## src/rtl/pwm_bank_if.sv

```systemverilog
// Control/status bundle for pwm_bank: enable, period, duty write port and PWM outputs.
// The controller side drives through master; pwm_bank itself connects through slave.
interface pwm_bank_if #(
    parameter int WIDTH    = 10,
    parameter int CHANNELS = 4,
    parameter int CHW      = 2
);
    logic                en;
    logic [WIDTH-1:0]    period;
    logic                duty_wr;
    logic [CHW-1:0]      duty_ch;
    logic [WIDTH-1:0]    duty_data;
    logic [CHANNELS-1:0] pwm_out;
    logic                period_start;

    modport master (
        output en, period, duty_wr, duty_ch, duty_data,
        input  pwm_out, period_start
    );

    modport slave (
        input  en, period, duty_wr, duty_ch, duty_data,
        output pwm_out, period_start
    );
endinterface

```

## src/rtl/pwm_bank.sv

```systemverilog
// Bank of PWM channels sharing one counter, with shadow/active duty registers.
// Define PWM_BANK_CENTER_EN for center-aligned (up/down) counting; edge-aligned otherwise.
module pwm_bank #(
    parameter int WIDTH    = 10,
    parameter int CHANNELS = 4,
    parameter int CHW      = 2
) (
    input  logic         clk,
    input  logic         rst,
    pwm_bank_if.slave    bus
);
    logic [WIDTH-1:0]    cnt;
    logic [WIDTH-1:0]    cnt_nxt;
    logic [WIDTH-1:0]    shadow [CHANNELS];
    logic [WIDTH-1:0]    active [CHANNELS];
    logic [CHANNELS-1:0] pwm_q;
    logic                ps_q;
    logic                wrap;
    logic                start_evt;

`ifdef PWM_BANK_CENTER_EN
    // dir = 1 while counting down; it drops back to 0 as the count lands on 0,
    // so cnt == 0 with dir == 0 is the valley.
    logic dir;
    logic dir_nxt;

    always_comb begin
        wrap      = (cnt == '0) && !dir;
        start_evt = bus.en && wrap;
        cnt_nxt   = cnt;
        dir_nxt   = dir;
        if (!bus.en || bus.period == '0) begin
            cnt_nxt = '0;
            dir_nxt = 1'b0;
        end else if (!dir) begin
            if (cnt >= bus.period) begin
                cnt_nxt = cnt - WIDTH'(1);
                dir_nxt = 1'b1;
            end else begin
                cnt_nxt = cnt + WIDTH'(1);
            end
        end else if (cnt <= WIDTH'(1)) begin
            cnt_nxt = '0;
            dir_nxt = 1'b0;
        end else begin
            cnt_nxt = cnt - WIDTH'(1);
        end
    end

    always_ff @(posedge clk) begin
        if (rst) begin
            dir <= 1'b0;
        end else begin
            dir <= dir_nxt;
        end
    end
`else
    // >= rather than == so a period lowered below cnt wraps immediately.
    always_comb begin
        wrap      = (cnt >= bus.period);
        start_evt = bus.en && (cnt == '0);
        cnt_nxt   = cnt + WIDTH'(1);
        if (!bus.en || wrap) begin
            cnt_nxt = '0;
        end
    end
`endif

    always_ff @(posedge clk) begin
        if (rst) begin
            cnt   <= '0;
            pwm_q <= '0;
            ps_q  <= 1'b0;
            for (int i = 0; i < CHANNELS; i++) begin
                shadow[i] <= '0;
                active[i] <= '0;
            end
        end else begin
            cnt  <= cnt_nxt;
            ps_q <= start_evt;
            for (int i = 0; i < CHANNELS; i++) begin
                if (bus.duty_wr && (int'(bus.duty_ch) == i)) begin
                    shadow[i] <= bus.duty_data;
                end
                // Non-blocking read of shadow: a same-cycle write lands one period later.
                if (!bus.en || wrap) begin
                    active[i] <= shadow[i];
                end
                pwm_q[i] <= bus.en && (cnt < active[i]);
            end
        end
    end

    assign bus.pwm_out      = pwm_q;
    assign bus.period_start = ps_q;
endmodule

```

## src/flat_wrapper.sv

```systemverilog
// flat-port wrapper written by rule: the top's interface ports become plain ports
module pwm_bank_flat 
#(
    parameter int WIDTH    = 10,
    parameter int CHANNELS = 4,
    parameter int CHW      = 2
)
  (clk, rst, bus_en, bus_period, bus_duty_wr, bus_duty_ch, bus_duty_data, bus_pwm_out, bus_period_start);
  pwm_bank_if #(.WIDTH(WIDTH), .CHANNELS(CHANNELS), .CHW(CHW)) bus_i ();
  input  logic clk;
  input  logic rst;
  input wire logic [$bits(bus_i.en)-1:0] bus_en;
  input wire logic [$bits(bus_i.period)-1:0] bus_period;
  input wire logic [$bits(bus_i.duty_wr)-1:0] bus_duty_wr;
  input wire logic [$bits(bus_i.duty_ch)-1:0] bus_duty_ch;
  input wire logic [$bits(bus_i.duty_data)-1:0] bus_duty_data;
  output wire logic [$bits(bus_i.pwm_out)-1:0] bus_pwm_out;
  output wire logic [$bits(bus_i.period_start)-1:0] bus_period_start;
  assign bus_i.en = bus_en;
  assign bus_i.period = bus_period;
  assign bus_i.duty_wr = bus_duty_wr;
  assign bus_i.duty_ch = bus_duty_ch;
  assign bus_i.duty_data = bus_duty_data;
  assign bus_pwm_out = bus_i.pwm_out;
  assign bus_period_start = bus_i.period_start;
  pwm_bank #(.WIDTH(WIDTH), .CHANNELS(CHANNELS), .CHW(CHW)) u_core (.clk(clk), .rst(rst), .bus(bus_i));
endmodule
```

## config.mk

```make
export PLATFORM = sky130hd
export DESIGN_NAME = pwm_bank_flat
export DESIGN_NICKNAME = d
export VERILOG_FILES = /design/src/rtl/pwm_bank_if.sv /design/src/rtl/pwm_bank.sv /design/src/flat_wrapper.sv
export SDC_FILE = /design/constraint.sdc
export NUM_CORES = 1
export LEC_CHECK = 0
export BUFFER_PORTS_ARGS = -buffer_cell sky130_fd_sc_hd__buf_4
export CAP_MARGIN = 20
export CORE_ASPECT_RATIO = 0.5
export CORE_UTILIZATION = 60
export CTS_CLUSTER_SIZE = 25
export DETAILED_ROUTE_END_ITERATION = 7
export PLACE_DENSITY_LB_ADDON = 0.05
export SYNTH_ARGS = -nofsm -noshare
export SYNTH_HDL_FRONTEND = slang
export SYNTH_SLANG_ARGS = --single-unit
```

## constraint.sdc

```tcl
create_clock -name clk -period 4.2 [get_ports clk]
set_clock_uncertainty 0.05 [all_clocks]
set_input_delay 0.63 -clock clk [delete_from_list [all_inputs] [get_ports clk]]
set_output_delay 0.63 -clock clk [all_outputs]
set_load 0.02 [all_outputs]
```

==> results.cfg <==
[clock_tree]
cts.clk_slew.worst_paths_ps = 70
clk_latency_ps = 350
postCtsSetupBuffers = 0
cts_htree_levels = 3
cts_root_buf = clkbuf_16
cts_resized = 0
clock_sinks = 95
tritoncts = built
cts_buffers = 9
clockBufferDepth = 2
ctsHoldBuffers = 0

[sta]
setup_violations = 0
slew_viol_final = 0
fin_tns_setup_ps = 0
final_hold_viol_count = 0
fin_crit_ps = 2710
rsz0062_at_grt = false
fin_crit_sh_pct = 64.5
relSlewSlack_pct = 46.5
worstMarginPinSlew_ps = 796
fmax_mhz = 369

[critical_path]
cp_max_fo = 40
cp_slowest_stage_delay_ps = 630
crit_family = compound AO/OA/AOI/OAI gates
crit_path_top_delay_cell = dfxtp_1
critPathCaptureType = flop
path_class = reg -> reg
cp-start-kind = flop
cp.depth = 6
ff2ff_path_depth = 6
cp.buffers_inverters = 1
worstPathRequired_ps = 4200
crit_chain = ha_1 > a21oi_1 > o21ai_1 > a21oi_4 > nand3b_1 > buf_4
arrival_ps = 2710
r2r_start = u_core.cnt[3]
cp-startpoint = u_core.cnt[3]

[final_layout]
fin_util_pct = 69.8
diodes = 0
drive_above_1_share_pct = 12.1
nNetsFinal = 542
fillers = 577
synthToLayoutAreaGrowth_pct = 12.3

[floorplan]
num_io_pins = 31
dieArea_um2 = 8740
core_um2 = 8060
start_util_pct = 62.2
num_rows = 23
chipHeight_um = 66.6
die_w_um = 131

[logic_synthesis]
avgSynthCellArea_um2 = 11.4
synth.distinct_cells = 37
yosys.area.top_type = edfxtp_1
synth_compound_area_share_pct = 9.57
yosys_most_used_dff = edfxtp_1
ys_seq_area_share_pct = 54.0
ys_ff_latch = 95
async_reset_ff_share_pct = 0
muxShareOfSynthArea_pct = 0
mappedNetlistNets = 514
yosys_warnings = 0
syn_inst = 440
synth_fa_ha_area_share_pct = 12.0
yosys.area_share.simple_pct = 17.8
synth_common_cells = 80 x edfxtp_1, 54 x a21oi_1, 52 x inv_1
synth_most_common_cell = edfxtp_1
synth-edff-count = 80
synth_area_um2 = 5010
netlist.area_leader.share_pct = 48.0
synth.area.top_cells = edfxtp_1 48%, ha_1 12%, dfxtp_1 6.0%
synth_top_family_by_area = simple AND/OR/NAND/NOR gates
synthXorXnorAreaFrac_pct = 1.40

[power]
p_leak_nw = 2.39
peakVddDrop_mv = 0.258
power_density_nw_per_um2 = 368

[placement]
post-dp-hpwl_um = 7470
gp_congestion = 0.851
portBuffers = 30

[route]
viasPerCell = 5.49
wl_per_cell_um = 17.6
dr.pass1.iters = 4
antenna_left = 0
vias = 3210
drc = 0
drt_iter0_drc = 202
finalWirelength_um = 10300

[job]
max_cap_violations = 0

[grt]
grt_pass1_vias = 3124
grt_max_degree = 58
grt_overflow = 0
antenna_found_initial = 0
grt_pass1_wl_um = 16400
grt_util_all_layers_pct = 25.9

[worst_hold_path]
hp-start = u_core.shadow[0][3]
hold_path_class = reg -> reg
whs_path_depth = 2

[outcome]
outcome = complete, no violations
==> state kept, by name, indices dropped and copies added, names as in the netlist <==
register,count
u_core.shadow,40
u_core.cnt,10
u_core.active,40
u_core.bus.period_start,1
u_core.bus.pwm_out,4
==> cell usage in the layout (no fill, tap or decap), types with 3 or more instances in the layout <==
cell,synthesis,final
and4b_1,8,8
buf_4,0,33
nor2_1,4,4
inv_1,52,52
ha_1,48,48
nand2_1,9,9
and2_1,40,40
dfxtp_1,15,15
nand4_1,3,3
a21oi_1,54,54
xnor2_1,5,5
and4_1,5,5
xor2_1,3,3
o21ai_0,5,5
a31o_2,4,4
clkbuf_16,0,9
nand2b_1,47,47
edfxtp_1,80,80
nor3_1,5,5
nand3_1,8,8
a21o_1,7,7
a31oi_1,3,3
==> logic make-up after synthesis <==
group           count (synthesis)
compound gates                 82
buf+inv                        68
flops                          95
simple gates                  139
fa+ha+maj                      48
xor+xnor                        8
==> worst paths after layout <==
kind / endpoint / slack, ps
max: u_core.active[0][17] / 1490
min: u_core.active[0][3] / 540
max reg2reg: u_core.active[0][17] / 1490
min reg2reg: u_core.active[0][3] / 540
==> layout make-up <==
type	instances	area, um2	area share, %
inverter	52	195	3.47
clock inverter	6	62.6	1.11
clock buffer	10	229	4.07
timing repair buffer	33	248	4.40
sequential	95	2700	48.1
multi-input combinational	277	2050	36.4
tap	112	140	2.49
==> per-layer routing <==
layer | global-route usage, % | routed length (um)
met2 | 38.5 | 4400
met4 | 9.71 | 157
met1 | 36.3 | 5240
met3 | 6.85 | 510
met5 | 0 | 0
==> report_power, final <==
group,switching (mW),internal [mW],leakage (nW)
Sequential,0.0251,1.09,0.957
Combinational,0.103,0.0720,1.29
Clock,0.365,0.417,0.142
==> through the flow <==
| stage | setup WS, ps | hold slack (ps) | power [mW] | std cells | instance area [um2] |
|---|---|---|---|---|---|
| after floorplan | 905 | 503 | 1.23 | 440 | 5010 |
| after global placement | 1540 | 517 | 1.29 | 569 | 5330 |
| after detailed placement | 1450 | 523 | 1.31 | 569 | 5330 |
| after CTS | 1520 | 530 | 2.08 | 585 | 5620 |
| after global routing | 1330 | 538 | 2.15 | 585 | 5620 |
| final | 1490 | 536 | 2.07 | 585 | 5620 |
==> tightest hold or removal path: stages, from the launching register on <==
cell and delay [ps]:
edfxtp_1 320, nand2b_1 50, a21oi_1 100
No activity file was read; power rests on OpenSTA's default activity.
